`config.mk`:
```
export PLATFORM = sky130hd
export DESIGN_NAME = hazard_unit_mc
export DESIGN_NICKNAME = d
export VERILOG_FILES = /design/src/rtl/hazard_pkg.sv /design/src/rtl/forward_unit_p.sv /design/src/rtl/hazard_unit_mc.sv
export SDC_FILE = /design/constraint.sdc
export NUM_CORES = 1
export LEC_CHECK = 0
export BUFFER_PORTS_ARGS = -buffer_cell sky130_fd_sc_hd__buf_2
export CORE_ASPECT_RATIO = 1.4
export CORE_MARGIN = 8
export CORE_UTILIZATION = 52
export CTS_CLUSTER_SIZE = 10
export DETAILED_ROUTE_END_ITERATION = 8
export PLACE_DENSITY = 0.86
export SYNTH_ARGS = -nofsm -noshare
export SYNTH_HDL_FRONTEND = slang
export SYNTH_HIERARCHICAL = 1
export SYNTH_SLANG_ARGS = --single-unit
```
`constraint.sdc`:
```
create_clock -name clk -period 4.2 [get_ports clk]
set_clock_uncertainty 0.1 [all_clocks]
set_input_delay 0.21 -clock clk [delete_from_list [all_inputs] [get_ports clk]]
set_output_delay 0.21 -clock clk [all_outputs]
set_load 0.01 [all_outputs]
```
`src/rtl/hazard_pkg.sv`:
```
// rtl/hazard_pkg.sv - shared encodings for the multi-cycle hazard unit
package hazard_pkg;

  // Forwarding mux selects seen by the Execute-stage ALU operand muxes
  localparam logic [1:0] FWD_RF = 2'b00;
  localparam logic [1:0] FWD_W  = 2'b01;
  localparam logic [1:0] FWD_M  = 2'b10;

  // Mul/div sequencing states
  localparam logic MD_IDLE = 1'b0;
  localparam logic MD_BUSY = 1'b1;

  // Memory-stage result is newer than writeback, so it wins when both match
  function automatic logic [1:0] fwd_pick(input logic hit_m, input logic hit_w);
    if (hit_m)      return FWD_M;
    else if (hit_w) return FWD_W;
    else            return FWD_RF;
  endfunction

endpackage

```
`src/rtl/forward_unit_p.sv`:
```
// rtl/forward_unit_p.sv - EX-stage operand forwarding select
module forward_unit_p
  import hazard_pkg::*;
#(
  parameter int REG_AW = 5
) (
  input  logic [REG_AW-1:0] i_rs1_e,
  input  logic [REG_AW-1:0] i_rs2_e,
  input  logic [REG_AW-1:0] i_rd_m,
  input  logic [REG_AW-1:0] i_rd_w,
  input  logic              i_reg_write_m,
  input  logic              i_reg_write_w,
  output logic [1:0]        o_fwd_a,
  output logic [1:0]        o_fwd_b
);

  logic w_m_valid;
  logic w_w_valid;

  // x0 is hardwired to zero, so a write to it never produces a forwardable value
  assign w_m_valid = i_reg_write_m & (i_rd_m != '0);
  assign w_w_valid = i_reg_write_w & (i_rd_w != '0);

  // Select the youngest in-flight producer for each source operand
  always_comb begin
    o_fwd_a = fwd_pick(w_m_valid & (i_rd_m == i_rs1_e), w_w_valid & (i_rd_w == i_rs1_e));
    o_fwd_b = fwd_pick(w_m_valid & (i_rd_m == i_rs2_e), w_w_valid & (i_rd_w == i_rs2_e));
  end

endmodule

```
`src/rtl/hazard_unit_mc.sv`:
```
// rtl/hazard_unit_mc.sv - pipeline hazard unit with mul/div sequencing and memory wait states
module hazard_unit_mc
  import hazard_pkg::*;
#(
  parameter int REG_AW     = 5,
  parameter int MD_TIMEOUT = 40,
  parameter int CNT_W      = 16
) (
  input  logic              clk,
  input  logic              reset,
  input  logic [REG_AW-1:0] Rs1D,
  input  logic [REG_AW-1:0] Rs2D,
  input  logic [REG_AW-1:0] Rs1E,
  input  logic [REG_AW-1:0] Rs2E,
  input  logic [REG_AW-1:0] RdE,
  input  logic [REG_AW-1:0] RdM,
  input  logic [REG_AW-1:0] RdW,
  input  logic              RegWriteM,
  input  logic              RegWriteW,
  input  logic              ResultSrcE0,
  input  logic              PCSrcE,
  input  logic              MdOpE,
  input  logic              MdDone,
  input  logic              MemReadyM,
  output logic              StallF,
  output logic              StallD,
  output logic              StallE,
  output logic              StallM,
  output logic              FlushD,
  output logic              FlushE,
  output logic              FlushM,
  output logic              FlushW,
  output logic [1:0]        ForwardAE,
  output logic [1:0]        ForwardBE,
  output logic              MdGo,
  output logic              MdBusy,
  output logic              MdErr,
  output logic [CNT_W-1:0]  StallCnt
);

  localparam int TW = (MD_TIMEOUT > 2) ? $clog2(MD_TIMEOUT) : 1;
  localparam logic [TW-1:0] TMAX = TW'(MD_TIMEOUT - 1);

  logic          r_state;
  logic [TW-1:0] r_timer;
  logic          r_done_seen;
  logic          r_err;
  logic [CNT_W-1:0] r_cnt;

  logic       w_memwait;
  logic       w_busy;
  logic       w_timeout;
  logic       w_release;
  logic       w_md_hold;
  logic       w_lw;
  logic [1:0] w_fwd_a;
  logic [1:0] w_fwd_b;
  logic       w_stall_f, w_stall_d, w_stall_e, w_stall_m;
  logic       w_flush_d, w_flush_e, w_flush_m, w_flush_w;

  forward_unit_p #(.REG_AW(REG_AW)) u_fwd (
    .i_rs1_e       (Rs1E),
    .i_rs2_e       (Rs2E),
    .i_rd_m        (RdM),
    .i_rd_w        (RdW),
    .i_reg_write_m (RegWriteM),
    .i_reg_write_w (RegWriteW),
    .o_fwd_a       (w_fwd_a),
    .o_fwd_b       (w_fwd_b)
  );

  assign w_memwait = ~MemReadyM;
  assign w_busy    = (r_state == MD_BUSY);
  assign w_timeout = w_busy & (r_timer == TMAX);
  // A completion seen while memory stalled the pipe is remembered in r_done_seen
  assign w_release = r_done_seen | MdDone | w_timeout;
  assign w_md_hold = (~w_busy & MdOpE) | (w_busy & ~w_release);
  assign w_lw      = ResultSrcE0 & (RdE != '0) & ((RdE == Rs1D) | (RdE == Rs2D));

  // Stall/flush priority: memory wait, then mul/div hold, then load-use; branch flush last
  always_comb begin
    w_stall_f = 1'b0;
    w_stall_d = 1'b0;
    w_stall_e = 1'b0;
    w_stall_m = 1'b0;
    w_flush_d = 1'b0;
    w_flush_e = 1'b0;
    w_flush_m = 1'b0;
    w_flush_w = 1'b0;
    if (!reset) begin
      if (w_memwait) begin
        w_stall_f = 1'b1;
        w_stall_d = 1'b1;
        w_stall_e = 1'b1;
        w_stall_m = 1'b1;
        w_flush_w = 1'b1;
      end else begin
        if (w_md_hold) begin
          w_stall_f = 1'b1;
          w_stall_d = 1'b1;
          w_stall_e = 1'b1;
          w_flush_m = 1'b1;
        end else if (w_lw) begin
          w_stall_f = 1'b1;
          w_stall_d = 1'b1;
          w_flush_e = 1'b1;
        end
        // A branch resolved by an instruction that is being held must not redirect yet
        if (PCSrcE && !w_stall_e) begin
          w_flush_d = 1'b1;
          w_flush_e = 1'b1;
        end
      end
    end
  end

  assign StallF    = w_stall_f;
  assign StallD    = w_stall_d;
  assign StallE    = w_stall_e;
  assign StallM    = w_stall_m;
  assign FlushD    = w_flush_d;
  assign FlushE    = w_flush_e;
  assign FlushM    = w_flush_m;
  assign FlushW    = w_flush_w;
  assign ForwardAE = reset ? FWD_RF : w_fwd_a;
  assign ForwardBE = reset ? FWD_RF : w_fwd_b;
  assign MdGo      = ~reset & ~w_busy & MdOpE & ~w_memwait;
  assign MdBusy    = w_busy;
  assign MdErr     = r_err;
  assign StallCnt  = r_cnt;

  // Mul/div sequencer: launch once, count busy cycles, leave only when memory lets E advance
  always_ff @(posedge clk or posedge reset) begin
    if (reset) begin
      r_state     <= MD_IDLE;
      r_timer     <= '0;
      r_done_seen <= 1'b0;
    end else begin
      case (r_state)
        MD_IDLE: begin
          if (MdOpE && !w_memwait) begin
            r_state     <= MD_BUSY;
            r_timer     <= '0;
            r_done_seen <= 1'b0;
          end
        end
        default: begin
          // Timer parks at the limit so a timeout during a memory wait stays pending
          if (!w_timeout) r_timer <= r_timer + TW'(1);
          if (w_release && !w_memwait) begin
            r_state     <= MD_IDLE;
            r_done_seen <= 1'b0;
          end else if (MdDone) begin
            r_done_seen <= 1'b1;
          end
        end
      endcase
    end
  end

  // Watchdog abort flag, sticky until reset
  always_ff @(posedge clk or posedge reset) begin
    if (reset)          r_err <= 1'b0;
    else if (w_timeout) r_err <= 1'b1;
  end

  // Saturating count of fetch-stall cycles
  always_ff @(posedge clk or posedge reset) begin
    if (reset)                                  r_cnt <= '0;
    else if (w_stall_f && (r_cnt != {CNT_W{1'b1}})) r_cnt <= r_cnt + CNT_W'(1);
  end

endmodule
```
==> results.md, run 1 <==
* Worst Path Required at 3.89 ns
* Synth Area in Compound Gates at 10.86%
* Slowest CP cell: dlygate4sd3_1
* Sink Count at 25
* Layout area overhead at 25.09%
* Setup Viol. Count Final at 0
* Initial DRC count at 51
* CP Launch Type: primary input
* Async set-or-reset flop fraction in the synthesized netlist at 100.0%
* Die Area at 5591 um^2
* Tmin final at 2.340 ns
* Synthesized area per cell at 9.397 um^2
* Synth Flop Type: dfrtp_1
* Netlist cell types at 45
* Final routed DRC violation total at 0
* Post-route cell area at 2233 um^2
* Largest net degree at the start of global routing at 28
* Fmax at 427.3 MHz
* Cells after synthesis at 190
* Max Slew Vio Count at 0
* Mux share of post-synthesis cell area at 1.472%
* Seq/Total Area, Yosys at 35.04%
* Cell Area, Synth at 1785 um^2
* Pre-antenna DRT Iters at 4
* Final core utilization at 66.73%
* Total GRT Usage at 16.04%
* Wire per inst at 14.89 um
* Post-route ant nets at 0
* Critical path's largest stage delay at 0.53 ns
* Clock network latency to the later pin of the worst-skew pair at 0.27 ns
* Simple-Gate Fraction of Synth Area at 26.70%
* Postcts setup bufs at 0
* First-pass GRT wire length at 7362 um
* DRT Wirelength at 4528 um
* Cell taking the most area after synthesis: dfrtp_1
* Ant diodes at 0
* Setup TNS at 0 ns
* P_int at 0.5228 mW
* Die Y at 85.33 um
* Most common cell on crit path: buf_2
* CP endpoint kind: output port
* CTS tree: done
* RSZ-0062 raised after global routing: no
* Share of cells above drive strength 1 at 34.85%
* Num CTS Buffers at 3
* Die X at 65.53 um
* Site Rows at 25
* Synth cell count leaders: 31 x xnor2_1, 25 x dfrtp_1, 19 x nand2_1
* Clock power share at 17.1%
* Io pins at 75
* Crit-path leading delay family: buffers and inverters
* Measured slew at the worst slew-check pin at 0.5219 ns
* Vias at 1704
* Hold_ws at 0.1023 ns
* Initial Utilization at 53.35%
* Xor and xnor fraction of the mapped netlist area at 21.58%
* P_sw at 0.3361 mW
* Crit path max fanout at 27
* VDD IR-drop max at 260.6 uV
* Period utilization at 55.72%
* Gp weighted congestion at 0.8291
* Flop pwr share at 44.6%
* Buffers and inverters on the worst path at 6
* Core area at 3347 um^2
* Clock Tree Buf Depth at 2
* Port Buffer Count at 74
* Via density per instance at 5.605
* HPWL after detailed placement at 3803 um
* Number of synthesized register bits at 25
* Hold WC Path Type: in2reg
* Initial antenna violation count at 0
* Final Hold Viols at 0
* Sw Share at 39.14%
* Post-synth EDFFs at 0
* CTS root buffer: clkbuf_8
* Share of the synthesized area in the top cell type at 35.04%
* Adder-Cell Fraction of Synth Area at 1.402%
* Yosys warns at 6
* Relative slew slack at 64.97%
* Syn Nets at 236
* Critical Path, Cell by Cell: dlygate4sd3_1 > buf_2 > inv_1 > buf_4 > o311a_4 > a21oi_4 > inv_4 > buf_2
* Status: finished, final reports clean
* Lkg Pwr at 1.048 nW
* Vias in the first global route at 1768
* Largest family of logic cells by synthesized area: simple AND/OR/NAND/NOR gates
* Clock transition at the registers of the reported paths at 0.09 ns
* Logic pwr share at 38.2%
* Nets at 311
* Max cap viols at 0
* Arr. time, crit path at 2.03 ns
* Synth area leaders: dfrtp_1 35%, xnor2_1 15%, xor2_1 6.4%, nand2_1 4.0%, nor2_1 3.2%
* Top-count cell post-synth: xnor2_1
* Cell area power density at 384.6 nW/um^2
* Gr ovfl total at 0
* H-tree depth at 1
* Kind of critical path: in2out
* Dpl cell area at 2175 um^2
==> state kept, by name, summed over array words and instances, names as in the netlist <==
register     flops
StallCnt        16
r_timer          6
MdBusy           1
MdErr            1
r_done_seen      1
==> through the flow <==
| step | setup slack, ns | total power [mW] | std cells |
|---|---|---|---|
| finish | 1.860 | 0.8589 | 304 |
| global route | 1.723 | 0.9220 | 304 |
| CTS | 1.833 | 0.8661 | 304 |
| detailed placement | 2.010 | 0.7178 | 299 |
| global placement | 2.070 | 0.7027 | 299 |
| floorplan | 2.026 | 0.5897 | 190 |
==> timing repair <==
item	in CTS	in global routing
gates resized for setup	0	0
hold buffers	1	0
setup endpoints to repair	0	0
endpoints found under the hold margin	25	0
==> path summary, 6_finish.rpt <==
check | start | endpoint | slack, ns | cells after the start
setup / recovery | reset | StallD | 1.86 | 8
hold / removal | MemReadyM | MdBusy$_DFF_PP0_ | 0.10 | 2
setup reg to reg | MdBusy$_DFF_PP0_ | StallCnt[6]$_DFFE_PP0P_ | 1.99 | 7
hold reg to reg | MdErr$_DFFE_PP0P_ | MdErr$_DFFE_PP0P_ | 0.38 | 1
max in group asynchronous | reset | r_done_seen$_DFFE_PP0P_ | 3.20 | 4
min in group asynchronous | reset | StallCnt[15]$_DFFE_PP0P_ | 0.53 | 4
==> cells by family after synthesis <==
group,after synthesis
AOI/OAI and AO/OA,24
xor gates and xnor gates,44
adders and majority gates,2
buffers and inverters,9
DFF,25
muxes,2
and+or+nand+nor,84
==> power groups by stage <==
stage                     Combinational [mW]  Sequential [mW]  Clock [mW]
after floorplan                        0.206            0.384           0
after global placement                 0.319            0.384           0
after detailed placement               0.330            0.388           0
after CTS                              0.333            0.383       0.150
after global routing                   0.367            0.393       0.161
final                                  0.328            0.383       0.147
==> final cells by class <==
type                            count  area [um^2]
Clock buffer                        3        41.29
Clock inverter                      1        7.507
Fill cell                         282         1114
Inverter                            3        13.76
Multi-Input combinational cell    156         1107
Sequential cell                    25        625.6
Tap cell                           40        50.05
Timing Repair Buffer               76        387.9
==> metal layers <==
metal	track usage (%)	vias to the layer above	wire, um
li1	-	824	-
met1	15.35	814	1658
met2	30.46	57	2432
met3	4.743	9	352
met4	5.976	0	85
met5	0	-	0
==> layout by cell type (no fill, tap or decap), drive strengths merged, types with 2 or more instances in the layout <==
master	instances
buf	75
xnor2	31
dfrtp	25
nand2	19
nor2	16
xor2	13
nand3	10
nand4	10
a21oi	7
nor4	7
a31oi	6
nor2b	5
o21ai	4
and2	3
nor3	3
clkbuf	3
inv	3
and3	2
ha	2
or4	2
nor4b	2
mux2	2
Power figures use the tool's default switching activity.
==> inputs of run 2 (changes only) <==
--- a/config.mk
+++ b/config.mk
@@ -8,10 +8,10 @@
 export BUFFER_PORTS_ARGS = -buffer_cell sky130_fd_sc_hd__buf_2
 export CORE_ASPECT_RATIO = 1.4
 export CORE_MARGIN = 8
-export CORE_UTILIZATION = 52
+export CORE_UTILIZATION = 48
 export CTS_CLUSTER_SIZE = 10
 export DETAILED_ROUTE_END_ITERATION = 8
-export PLACE_DENSITY = 0.86
+export PLACE_DENSITY = 0.8
 export SYNTH_ARGS = -nofsm -noshare
 export SYNTH_HDL_FRONTEND = slang
 export SYNTH_HIERARCHICAL = 1
==> constraint.sdc (replaced) <==
create_clock -name clk -period 2.21 [get_ports clk]
set_clock_uncertainty 0.1 [all_clocks]
set_input_delay 0.1105 -clock clk [delete_from_list [all_inputs] [get_ports clk]]
set_output_delay 0.1105 -clock clk [all_outputs]
set_load 0.01 [all_outputs]
==> results.md, run 2 (synthesized netlist as in run 1, its figures left out) <==
* Clock network latency to the later pin of the worst-skew pair at 0.26 ns (about the same)
* Pre-antenna DRT Iters at 4 (unchanged)
* Initial Utilization at 49.45% (-3.9 points)
* Die Y at 88.17 um (+3.3%)
* Sw Share at 38.36% (-0.77 points)
* Hold WC Path Type: in2reg
* R2R Setup Slk at 0.16 ns (-1.83 ns)
* Kind of critical path: reg2reg
* P_sw at 0.6221 mW (+85%)
* First-pass GRT wire length at 7031 um (-4.5%)
* Gp weighted congestion at 0.8267 (-0.29%)
* Final core utilization at 62.40% (-4.3 points)
* Post-route ant nets at 0 (unchanged)
* Tmin final at 2.045 ns
* Layout area overhead at 26.21%
* H-tree depth at 1 (unchanged)
* CTS root buffer: clkbuf_8
* Total GRT Usage at 14.65% (-1.4 points)
* Clock power share at 16.3% (-0.8 points)
* Crit path max fanout at 14 (-48%)
* Most common cell after layout, fill and taps aside: buf_2
* Setup TNS at 0 ns (unchanged)
* Design Power at 1.622 mW (+89%)
* Flop pwr share at 44.0% (-0.6 points)
* Worst Path Required at 2.26 ns (-1.63 ns)
* DRT Wirelength at 4372 um (-3.4%)
* RSZ-0062 raised after global routing: no
* Status: finished, final reports clean
* Crit-path leading delay family: simple AND/OR/NAND/NOR gates
* Critical path's largest stage delay at 0.39 ns (-0.14 ns)
* Buffers and inverters on the worst path at 1 (-5)
* Fmax at 489.0 MHz
* Max FFs per register at 16 (unchanged)
* Share of cells above drive strength 1 at 35.71% (+0.87 points)
* CP Launch Type: flop
* Gr ovfl total at 0 (unchanged)
* Setup Viol. Count Final at 0 (unchanged)
* Die Area at 5955 um^2 (+6.5%)
* Port Buffer Count at 74 (unchanged)
* Critical Path, Cell by Cell: or3b_1 > a31o_1 > a21oi_4 > a21oi_4 > inv_4 > nand4b_1 > mux2_1
* Postcts setup bufs at 0 (unchanged)
* Arr. time, crit path at 2.09 ns (+0.06 ns)
* VDD IR-drop max at 512.4 uV (+97%)
* Most frequent cells in the layout: 74 x buf_2, 31 x xnor2_1, 25 x dfrtp_1
* Lkg Pwr at 1.066 nW (+1.7%)
* Num CTS Buffers at 3 (unchanged)
* Final routed DRC violation total at 0 (unchanged)
* P_int at 0.9995 mW (+91%)
* Via density per instance at 5.383 (-4.0%)
* CTS tree: done
* Nets at 313 (+0.64%)
* Final Hold Viols at 0 (unchanged)
* Clock Tree Buf Depth at 2 (unchanged)
* Initial antenna violation count at 0 (unchanged)
* Vias at 1658 (-2.7%)
* Relative slew slack at 68.75% (+3.8 points)
* Io pins at 75 (unchanged)
* Vias in the first global route at 1726 (-2.4%)
* Cell area power density at 719.6 nW/um^2 (+87%)
* Largest net degree at the start of global routing at 27 (-3.6%)
* Max Slew Vio Count at 0 (unchanged)
* CP endpoint kind: flop
* Ant diodes at 0 (unchanged)
* Clock transition at the registers of the reported paths at 0.08 ns (about the same)
* Wire per inst at 14.19 um (-4.7%)
* Max cap viols at 0 (unchanged)
* Core area at 3611 um^2 (+7.9%)
* Slowest CP cell: dfrtp_1
* Die X at 67.55 um (+3.1%)
* Period utilization at 92.54%
* Site Rows at 26 (+4.0%)
* Initial DRC count at 72 (+41%)
* HPWL after detailed placement at 3749 um (-1.4%)
* Logic pwr share at 39.7% (+1.5 points)
* Sink Count at 25 (unchanged)
* Measured slew at the worst slew-check pin at 0.4656 ns (-0.05637 ns)
* Most common cell on crit path: a21oi_4
-- run 2: cell count changes in the layout (fill, tap and decap cells not counted), sizes merged --
cell      delta
clkinvlp     -1
clkinv       +1
buf          +2
-- run 2: path summary, 6_finish.rpt --
kind / to / from / depth (start not counted)
min in group asynchronous: r_timer[4]$_DFFE_PP0P_ / reset / 4
setup reg to reg: StallCnt[6]$_DFFE_PP0P_ / r_done_seen$_DFFE_PP0P_ / 7
hold / removal: MdBusy$_DFF_PP0_ / MemReadyM / 2
setup / recovery: StallCnt[6]$_DFFE_PP0P_ / r_done_seen$_DFFE_PP0P_ / 7
hold reg to reg: MdErr$_DFFE_PP0P_ / MdErr$_DFFE_PP0P_ / 1
max in group asynchronous: StallCnt[6]$_DFFE_PP0P_ / reset / 4
-- run 2: layout make-up --
class | instances | area (um^2)
timing repair buffer | 78 | 402.9
clock buffer | 3 | 41.29
tap | 42 | 52.55
sequential | 25 | 625.6
clock inverter | 1 | 5.005
inverter | 3 | 13.76
fill | 316 | 1358
multi-input combinational | 156 | 1112
-- run 2: metrics by stage --
stage	worst slack, ns	hold WS [ns]	area (um^2)	std cells
after floorplan	0.1350	0.1146	1785	190
after global placement	0.1995	0.2354	2192	303
after detailed placement	0.1518	0.2330	2192	303
after CTS	0.1182	0.008500	2248	308
after global routing	0.05441	0.02164	2253	308
final	0.1649	0.01440	2253	308
-- run 2: timing repair --
action,CTS,global route
hold buffers,1,0
hold endpoints to repair,25,0
resized for setup,0,1
endpoints found under the setup margin,0,4
-- run 2: routing by layer --
layer	vias to the layer above	share of wire (%)	global-route usage, %	wire (um)
li1	833	-	-	-
met1	777	38	14.57	1674
met2	46	54	27.92	2371
met3	2	6.8	3.713	297
met4	0	0.64	4.771	28
met5	-	0	0	0
-- run 2: worst register-to-register path, stage by stage, from the launching register on --
cell      delay, ns
dfrtp_1        0.39
or3b_1         0.37
a31o_1         0.23
a21oi_4        0.16
a21oi_4        0.08
inv_4          0.16
nand4b_1       0.12
mux2_1         0.32
-- run 2: power groups by stage --
| stage | logic, mW | registers (mW) | clock network (mW) |
|---|---|---|---|
| after CTS | 0.658 | 0.712 | 0.274 |
| after global placement | 0.633 | 0.713 | 0 |
| after floorplan | 0.391 | 0.730 | 0 |
| after global routing | 0.720 | 0.734 | 0.300 |
| final | 0.644 | 0.713 | 0.265 |
| after detailed placement | 0.654 | 0.721 | 0 |
